File: src/rtl/wb_pkg.sv
`default_nettype none
// ---------------------------------------------------------------------------
// wb_pkg : shared types and constants for the writeback stage
// Rev 1.0
// ---------------------------------------------------------------------------
package wb_pkg;

    localparam int REG_W            = 5;
    localparam int DATA_W           = 64;
    localparam int NUM_LOGICAL_REGS = 32;
    localparam logic [REG_W-1:0] G0 = '0;

    typedef struct packed {
        logic [REG_W-1:0]  rd;
        logic [DATA_W-1:0] data;
        logic              wr_en;
        logic              dbl;
        logic              icc_en;
        logic [3:0]        icc;
        logic              y_en;
    } wb_entry_t;

    // Register pairs always start on the even register.
    function automatic logic [REG_W-1:0] pair_base(input logic [REG_W-1:0] rd);
        return {rd[REG_W-1:1], 1'b0};
    endfunction

endpackage
`default_nettype wire

File: src/rtl/wb_fifo.sv
`default_nettype none
// ---------------------------------------------------------------------------
// wb_fifo : small synchronous FIFO of writeback entries
// Rev 1.0
// ---------------------------------------------------------------------------
module wb_fifo
    import wb_pkg::*;
#(
    parameter int DEPTH = 2
) (
    input  logic      clk,
    input  logic      reset,
    input  logic      push,
    input  wb_entry_t din,
    input  logic      pop,
    output logic      full,
    output logic      empty,
    output wb_entry_t head
);

    localparam int PTR_W = (DEPTH > 1) ? $clog2(DEPTH) : 1;
    localparam int CNT_W = $clog2(DEPTH + 1);

    wb_entry_t        mem_q [DEPTH];
    wb_entry_t        mem_d [DEPTH];
    logic [PTR_W-1:0] wr_ptr_q, wr_ptr_d;
    logic [PTR_W-1:0] rd_ptr_q, rd_ptr_d;
    logic [CNT_W-1:0] count_q, count_d;
    logic             do_push, do_pop;

    assign full    = (count_q == CNT_W'(DEPTH));
    assign empty   = (count_q == '0);
    assign head    = mem_q[rd_ptr_q];
    assign do_push = push && !full;
    assign do_pop  = pop && !empty;

    always_comb begin
        mem_d    = mem_q;
        wr_ptr_d = wr_ptr_q;
        rd_ptr_d = rd_ptr_q;
        count_d  = count_q;
        if (do_push) begin
            mem_d[wr_ptr_q] = din;
            wr_ptr_d        = wr_ptr_q + PTR_W'(1);
        end
        if (do_pop) begin
            rd_ptr_d = rd_ptr_q + PTR_W'(1);
        end
        case ({do_push, do_pop})
            2'b10:   count_d = count_q + CNT_W'(1);
            2'b01:   count_d = count_q - CNT_W'(1);
            default: count_d = count_q;
        endcase
    end

    always_ff @(posedge clk or posedge reset) begin
        if (reset) begin
            mem_q    <= '{default: '0};
            wr_ptr_q <= '0;
            rd_ptr_q <= '0;
            count_q  <= '0;
        end else begin
            mem_q    <= mem_d;
            wr_ptr_q <= wr_ptr_d;
            rd_ptr_q <= rd_ptr_d;
            count_q  <= count_d;
        end
    end

endmodule
`default_nettype wire

File: src/rtl/wb_stage.sv
`default_nettype none
// ---------------------------------------------------------------------------
// wb_stage : merges ALU and load results onto the register-file write port
//            and tracks pending destinations for decode hazard checks
// Rev 1.0
// ---------------------------------------------------------------------------
module wb_stage
    import wb_pkg::*;
#(
    parameter int REG_BITS_SIZE = 5,
    parameter int DATA_WIDTH    = 64,
    parameter int FIFO_DEPTH    = 2
) (
    input  logic                     clk,
    input  logic                     reset,
    input  logic                     issue_valid,
    input  logic [REG_BITS_SIZE-1:0] issue_rd,
    input  logic                     issue_double,
    input  logic [REG_BITS_SIZE-1:0] chk_rs1,
    input  logic [REG_BITS_SIZE-1:0] chk_rs2,
    input  logic [REG_BITS_SIZE-1:0] chk_rd,
    input  logic                     chk_double,
    output logic                     hazard,
    output logic                     wb_idle,
    input  logic                     alu_valid,
    output logic                     alu_ready,
    input  logic [REG_BITS_SIZE-1:0] alu_rd,
    input  logic [DATA_WIDTH-1:0]    alu_data,
    input  logic                     alu_wr_en,
    input  logic                     alu_double,
    input  logic                     alu_icc_en,
    input  logic [3:0]               alu_icc,
    input  logic                     alu_y_en,
    input  logic                     ld_valid,
    input  logic [REG_BITS_SIZE-1:0] ld_rd,
    input  logic [DATA_WIDTH-1:0]    ld_data,
    input  logic                     ld_double,
    output logic                     reg_write_en,
    output logic                     reg_writeDouble_en,
    output logic [REG_BITS_SIZE-1:0] wr_reg,
    output logic [DATA_WIDTH-1:0]    data,
    output logic                     icc_en,
    output logic [3:0]               icc_in,
    output logic                     Y_en,
    output logic [31:0]              Y_in
);

    wb_entry_t alu_entry, ld_entry, sel_entry, fifo_head;
    logic      fifo_full, fifo_empty;
    logic      alu_fire, bypass, fifo_push, fifo_pop, sel_valid;

    logic                        reg_write_en_q, reg_write_en_d;
    logic                        reg_write_dbl_q, reg_write_dbl_d;
    logic [REG_BITS_SIZE-1:0]    wr_reg_q, wr_reg_d;
    logic [DATA_WIDTH-1:0]       data_q, data_d;
    logic                        icc_en_q, icc_en_d;
    logic [3:0]                  icc_q, icc_d;
    logic                        y_en_q, y_en_d;
    logic [NUM_LOGICAL_REGS-1:0] sb_q, sb_d;
    logic [REG_BITS_SIZE-1:0]    issue_base;

    assign alu_ready = !reset && !fifo_full;
    assign alu_fire  = alu_valid && alu_ready;
    assign bypass    = alu_fire && !ld_valid && fifo_empty;
    assign fifo_push = alu_fire && !bypass;
    assign fifo_pop  = !ld_valid && !fifo_empty;
    assign sel_valid = ld_valid || !fifo_empty || bypass;

    assign alu_entry = '{rd: alu_rd, data: alu_data, wr_en: alu_wr_en, dbl: alu_double,
                         icc_en: alu_icc_en, icc: alu_icc, y_en: alu_y_en};
    assign ld_entry  = '{rd: ld_rd, data: ld_data, wr_en: 1'b1, dbl: ld_double,
                         icc_en: 1'b0, icc: 4'b0000, y_en: 1'b0};
    assign sel_entry = ld_valid ? ld_entry : (!fifo_empty ? fifo_head : alu_entry);

    wb_fifo #(
        .DEPTH (FIFO_DEPTH)
    ) u_fifo (
        .clk   (clk),
        .reset (reset),
        .push  (fifo_push),
        .din   (alu_entry),
        .pop   (fifo_pop),
        .full  (fifo_full),
        .empty (fifo_empty),
        .head  (fifo_head)
    );

    always_comb begin
        reg_write_en_d  = 1'b0;
        reg_write_dbl_d = 1'b0;
        wr_reg_d        = wr_reg_q;
        data_d          = data_q;
        icc_en_d        = 1'b0;
        icc_d           = icc_q;
        y_en_d          = 1'b0;
        if (sel_valid) begin
            reg_write_en_d  = sel_entry.wr_en && !sel_entry.dbl;
            reg_write_dbl_d = sel_entry.wr_en && sel_entry.dbl;
            wr_reg_d        = sel_entry.dbl ? pair_base(sel_entry.rd) : sel_entry.rd;
            data_d          = sel_entry.data;
            icc_en_d        = sel_entry.icc_en;
            icc_d           = sel_entry.icc;
            y_en_d          = sel_entry.y_en;
        end
    end

    // Clears apply first so that a same-cycle issue of the same register wins.
    always_comb begin
        sb_d       = sb_q;
        issue_base = issue_double ? pair_base(issue_rd) : issue_rd;
        if (reg_write_en_q || reg_write_dbl_q) begin
            sb_d[wr_reg_q] = 1'b0;
        end
        if (reg_write_dbl_q) begin
            sb_d[{wr_reg_q[REG_BITS_SIZE-1:1], 1'b1}] = 1'b0;
        end
        if (issue_valid) begin
            sb_d[issue_base] = 1'b1;
            if (issue_double) begin
                sb_d[{issue_base[REG_BITS_SIZE-1:1], 1'b1}] = 1'b1;
            end
        end
        sb_d[G0] = 1'b0;
    end

    always_ff @(posedge clk or posedge reset) begin
        if (reset) begin
            reg_write_en_q  <= 1'b0;
            reg_write_dbl_q <= 1'b0;
            wr_reg_q        <= '0;
            data_q          <= '0;
            icc_en_q        <= 1'b0;
            icc_q           <= '0;
            y_en_q          <= 1'b0;
            sb_q            <= '0;
        end else begin
            reg_write_en_q  <= reg_write_en_d;
            reg_write_dbl_q <= reg_write_dbl_d;
            wr_reg_q        <= wr_reg_d;
            data_q          <= data_d;
            icc_en_q        <= icc_en_d;
            icc_q           <= icc_d;
            y_en_q          <= y_en_d;
            sb_q            <= sb_d;
        end
    end

    assign hazard = sb_q[chk_rs1] || sb_q[chk_rs2] || sb_q[chk_rd] ||
                    (chk_double && sb_q[{chk_rd[REG_BITS_SIZE-1:1], 1'b1}]);
    assign wb_idle = (sb_q == '0) && fifo_empty &&
                     !(reg_write_en_q || reg_write_dbl_q || icc_en_q || y_en_q);

    assign reg_write_en       = reg_write_en_q;
    assign reg_writeDouble_en = reg_write_dbl_q;
    assign wr_reg             = wr_reg_q;
    assign data               = data_q;
    assign icc_en             = icc_en_q;
    assign icc_in             = icc_q;
    assign Y_en               = y_en_q;
    assign Y_in               = data_q[DATA_WIDTH-1 -: 32];

endmodule
`default_nettype wire

File: config.mk
export PLATFORM = sky130hd
export DESIGN_NAME = wb_stage
export DESIGN_NICKNAME = d
export VERILOG_FILES = /design/src/rtl/wb_pkg.sv /design/src/rtl/wb_fifo.sv /design/src/rtl/wb_stage.sv
export SDC_FILE = /design/constraint.sdc
export NUM_CORES = 1
export LEC_CHECK = 0
export CORE_MARGIN = 1.5
export CORE_UTILIZATION = 56
export CTS_CLUSTER_DIAMETER = 30
export DETAILED_ROUTE_END_ITERATION = 12
export HOLD_SLACK_MARGIN = 0.08
export PLACE_DENSITY = 0.86
export SYNTH_ARGS = -nofsm -noshare
export SYNTH_HDL_FRONTEND = slang
export SYNTH_HIERARCHICAL = 1
export SYNTH_SLANG_ARGS = --single-unit
File: constraint.sdc
create_clock -name clk -period 14.6 [get_ports clk]
set_clock_uncertainty 0.05 [all_clocks]
set_input_delay 2.19 -clock clk [delete_from_list [all_inputs] [get_ports clk]]
set_output_delay 2.19 -clock clk [all_outputs]
set_load 0.01 [all_outputs]
==> run summary <==
The worst setup slack for register-to-register paths was 10.66 ns. The maximum frequency from static timing analysis is 143 MHz, and the final worst-path cycle share is 0.479. Walking the worst path, the cells encountered are clkdlybuf4s50_1 -> mux2_2 -> o311ai_0 -> nor3_1 -> a211oi_1 -> nand4_1 -> clkdlybuf4s50_1. The cell depth of the worst setup path is 7, and the clock network fraction of total power is 0.298. The number of levels in the clock H-tree is 2. The run gives 11021 as the number of global-route vias before repair. The worst setup path startpoint is chk_rs1[1]. The number of flip-flops under the largest register name is 154, and the final sum of negative setup slack is 0 ns. After detailed routing, the number of vias per cell comes to 5.75. For this design the total switching power over the nets is 1.36 mW.

The floorplan step defined a die boundary enclosing 25400 sq um. TritonCTS built the clock tree. At the placement stage, the worst setup path has a slack of 7.60 ns. The detailed-route wire length per cell came out at 19.6 um.

The run gives 0.567 as the effective utilization at floorplan. The worst-case clock buffer depth was 3; the number of synthesized flops with an enable pin was 0. The logs give 0.338 for the relative slew slack and 57 for the total number of placement rows. Of all nets on the critical path, the largest fanout is 18. The later-pin clock latency in the skew report is 0.54 ns, and the number of distinct library cells after synthesis is 47. When the netlist entered floorplanning its net count stood at 1377. By area the synthesized netlist is led by sky130_fd_sc_hd__dfrtp_1, sky130_fd_sc_hd__mux2_2, sky130_fd_sc_hd__mux2i_1. Data on the critical path is required at its endpoint by 12.36 ns. The number of buffers and inverters on the critical path is 2.

Subtracting the final worst setup slack from the clock period gives 7.00 ns. Hold violation count in the final report: 0. The transition time at the pin with the least slew margin is 0.994 ns, and the number of DRC markers in iteration 0 is 557.

The total routed wirelength came out at 35500 um. The quantity of gates resized following cts came out at 0. The combinational fraction of design power was 0.370; the total setup violations reported at the end of the flow was 0. The tools report the root cell of the clock tree as sky130_fd_sc_hd__clkbuf_16.

Internal power comes to 2.90 mW. Summing over every cut layer, the via total after detailed routing is 10373. The async set-reset flop share out of synthesis was 1.00; the sequential share of power was 0.333. The logs give 0 for the number of pins exceeding their max-slew limit in the final report and 6 for the warning count from the yosys run. The net count of the finished layout is 1613. The number of I/O port buffers is 285, and the area overhead of the layout relative to synthesis is 33.5%. The area share of the leading cell type in the synthesized netlist came out at 0.485. The worst reg2reg path startpoint was u_fifo/count_q[0]$_DFFE_PP0P_. The register with the most flip-flops in the final layout is u_fifo/mem_q. Path type of the worst setup path: primary input to output pin. STA classifies the critical path endpoint as an output pin. The run gives 1202 as the post-synthesis instance total. STA classifies the critical path startpoint as a primary input. The proportion of synthesized chip area in sequential cells came out at 0.485. The first global-routing pass estimated 57900 um of wire.

The core region is 24200 sq um. After synthesis the netlist holds a flip-flop and latch count of 266. Hold-fix buffer count after cts: 0.

The path class of the tightest hold or removal check is flip-flop to flip-flop. The logs give 13700 sq um for the post-synth design cell area and 7.49 nW for the total leakage power. For the count of clock tree sinks, the log shows 266.

The top cell family by delay on the critical path is buffers and inverters. The max-cap check violation count came out at 0. Across the VDD grid, the largest voltage drop is 0.130 mV. The global routing usage summed across all routing layers was 0.284; the highest cell delay on the worst timing path was 0.92 ns. The total overflow left after global routing is 0. At the worst endpoint, the arrival time is 4.76 ns. From bottom edge to top edge, the die measures 159 um.

The slowest stage of the critical path belongs to the cell sky130_fd_sc_hd__clkdlybuf4s50_1. The maximum number of pins on one net before global-route repair was 94; the total setup buffers inserted after CTS was 0. The share of post-route cells with drive strength above 1 works out to 0.249. The mean instance size in the synthesized netlist was 11.4 sq um.

In this run the horizontal extent of the chip is 159 um. The run gives 53 as the total CTS buffers. The tools report the last element of the critical path as hazard.

Setup repair after global routing left no endpoint under its margin. 286 I/O pins were placed. For the final estimated routing congestion in global placement, the log shows 0.926.

The run finished with clean final reports. The cell repeated most along the worst path was sky130_fd_sc_hd__clkdlybuf4s50_1. In the routed design, unresolved DRC markers number 0. The final worst-path setup slack came out at 7.60 ns. The endpoint identified for the worst register-to-register timing path is u_fifo/mem_q[14]$_DFFE_PP0P_. Power spread over the standard cell area amounts to 233 nW/um^2. In this run the remaining antenna-violating nets after routing total 0.

The switching power as a share of total power was 0.320. Main flop type after synthesis: sky130_fd_sc_hd__dfrtp_1. The depth of the worst register-to-register path was 8.

The first TritonRoute pass finished after 5 iterations. The initial antenna violation count is 1. The biggest area contributor in the post-synthesis netlist is sky130_fd_sc_hd__dfrtp_1. Clock-pin slew was measured on the worst setup and hold paths at 0.05 ns.

The placed wire-length estimate came out at 22600 um.
worst reg2reg max path: cells and delay by family, from the launching register on:
| family | cells | cell delay, ns |
|---|---|---|
| buf+inv | 2 | 0.83 |
| simple gates | 4 | 1.51 |
| mux | 1 | 0.44 |
| flops | 1 | 0.47 |
| compound gates | 1 | 0.51 |
metal layers:
| metal | up-vias | global-route usage | routed length, um |
|---|---|---|---|
| li1 | 4757 | - | - |
| met1 | 5104 | 0.352 | 14100 |
| met2 | 398 | 0.469 | 17300 |
| met3 | 114 | 0.0680 | 2450 |
| met4 | 0 | 0.137 | 1560 |
| met5 | - | 0 | 0 |
final cells by class:
type | count | area, sq um
clock inverter | 31 | 413
multi-input combinational | 812 | 6360
timing repair buffer | 295 | 2930
tap | 324 | 405
inverter | 10 | 45.0
clock buffer | 66 | 1500
sequential | 266 | 6660
fill | 1525 | 5870
antenna | 1 | 2.50
synth_stat cells, types with 11 or more instances:
cell                         n
sky130_fd_sc_hd__mux2_4     30
sky130_fd_sc_hd__nor2_1     92
sky130_fd_sc_hd__nor2b_1    11
sky130_fd_sc_hd__clkbuf_1   38
sky130_fd_sc_hd__mux2i_1    83
sky130_fd_sc_hd__o21ai_0   123
sky130_fd_sc_hd__a21oi_1    75
sky130_fd_sc_hd__buf_4      37
sky130_fd_sc_hd__nand2_1    84
sky130_fd_sc_hd__dfrtp_1   266
sky130_fd_sc_hd__buf_2      29
sky130_fd_sc_hd__mux2_2    205
sky130_fd_sc_hd__mux4_2     16
power by group through the flow:
stage | logic, mW | registers (mW) | clock network, mW
after global placement | 1.52 | 1.38 | 0
final | 1.57 | 1.42 | 1.27
after floorplan | 1.08 | 1.33 | 0
after detailed placement | 1.57 | 1.41 | 0
after CTS | 1.59 | 1.41 | 1.28
after global routing | 1.71 | 1.46 | 1.32
how the worst min path moves through the flow:
stage | endpoint | slack, ns | cells past startpoint | startpoint
after floorplan | u_fifo/wr_ptr_q$_DFFE_PP0P_ | 0.41 | 1 | u_fifo/wr_ptr_q$_DFFE_PP0P_
after global placement | data[14]$_DFFE_PP0P_ | 0.41 | 2 | data[14]$_DFFE_PP0P_
after detailed placement | data[24]$_DFFE_PP0P_ | 0.42 | 2 | data[24]$_DFFE_PP0P_
after CTS | data[24]$_DFFE_PP0P_ | 0.43 | 2 | data[24]$_DFFE_PP0P_
after global routing | data[8]$_DFFE_PP0P_ | 0.46 | 2 | data[8]$_DFFE_PP0P_
final | data[24]$_DFFE_PP0P_ | 0.43 | 2 | data[24]$_DFFE_PP0P_
cell usage in the layout, fill, tap and decap left out, types with 2 or more instances in the layout:
| cell type | instances |
|---|---|
| sky130_fd_sc_hd__or3_1 | 5 |
| sky130_fd_sc_hd__mux2i_1 | 83 |
| sky130_fd_sc_hd__inv_6 | 3 |
| sky130_fd_sc_hd__mux2_4 | 30 |
| sky130_fd_sc_hd__clkinv_2 | 9 |
| sky130_fd_sc_hd__a21oi_1 | 75 |
| sky130_fd_sc_hd__nand2b_1 | 10 |
| sky130_fd_sc_hd__mux2_2 | 205 |
| sky130_fd_sc_hd__clkinv_4 | 6 |
| sky130_fd_sc_hd__or2_2 | 2 |
| sky130_fd_sc_hd__clkbuf_8 | 10 |
| sky130_fd_sc_hd__nor2b_1 | 11 |
| sky130_fd_sc_hd__nor4b_1 | 3 |
| sky130_fd_sc_hd__a2111oi_0 | 5 |
| sky130_fd_sc_hd__nor3_1 | 3 |
| sky130_fd_sc_hd__bufinv_16 | 8 |
| sky130_fd_sc_hd__o31ai_1 | 5 |
| sky130_fd_sc_hd__nor2_1 | 91 |
| sky130_fd_sc_hd__dfrtp_1 | 265 |
| sky130_fd_sc_hd__nand3_1 | 7 |
| sky130_fd_sc_hd__nand2_1 | 84 |
| sky130_fd_sc_hd__xnor2_1 | 3 |
| sky130_fd_sc_hd__o21ai_1 | 8 |
| sky130_fd_sc_hd__clkbuf_1 | 2 |
| sky130_fd_sc_hd__clkdlybuf4s50_1 | 284 |
| sky130_fd_sc_hd__inv_1 | 8 |
| sky130_fd_sc_hd__buf_4 | 11 |
| sky130_fd_sc_hd__xor2_1 | 2 |
| sky130_fd_sc_hd__clkbuf_16 | 54 |
| sky130_fd_sc_hd__nor4_1 | 8 |
| sky130_fd_sc_hd__o21ai_0 | 123 |
| sky130_fd_sc_hd__nand4_1 | 2 |
| sky130_fd_sc_hd__clkinvlp_4 | 4 |
| sky130_fd_sc_hd__a211oi_1 | 10 |
| sky130_fd_sc_hd__nand3b_1 | 5 |
| sky130_fd_sc_hd__mux4_2 | 16 |
through the flow:
stage / hold slack (ns) / util / cells / instance area, sq um / power [mW]
floorplan: 0.411 / - / 1202 / 13700 / 2.41
global placement: 0.412 / 0.678 / 1707 / 16400 / 2.91
detailed placement: 0.423 / 0.678 / 1707 / 16400 / 2.97
CTS: 0.434 / 0.757 / 1804 / 18300 / 4.28
global route: 0.456 / 0.757 / 1805 / 18300 / 4.50
finish: 0.430 / 0.757 / 1805 / 18300 / 4.26
cell families (layout without fill, tap and decap cells):
family / Yosys count / count (layout) / share of synthesized area
multiplexers: 334 / 334 / 0.288
flip-flops: 266 / 266 / 0.485
AND/OR/NAND/NOR: 239 / 239 / 0.0790
AO/OA/AOI/OAI: 233 / 233 / 0.0910
buffers and inverters: 124 / 402 / 0.0525
XOR/XNOR: 5 / 5 / 0.00319
adder cells (fa/ha/maj): 1 / 1 / 0.000912
other: 0 / 1 / 0
(Power assumes the default switching activity.)
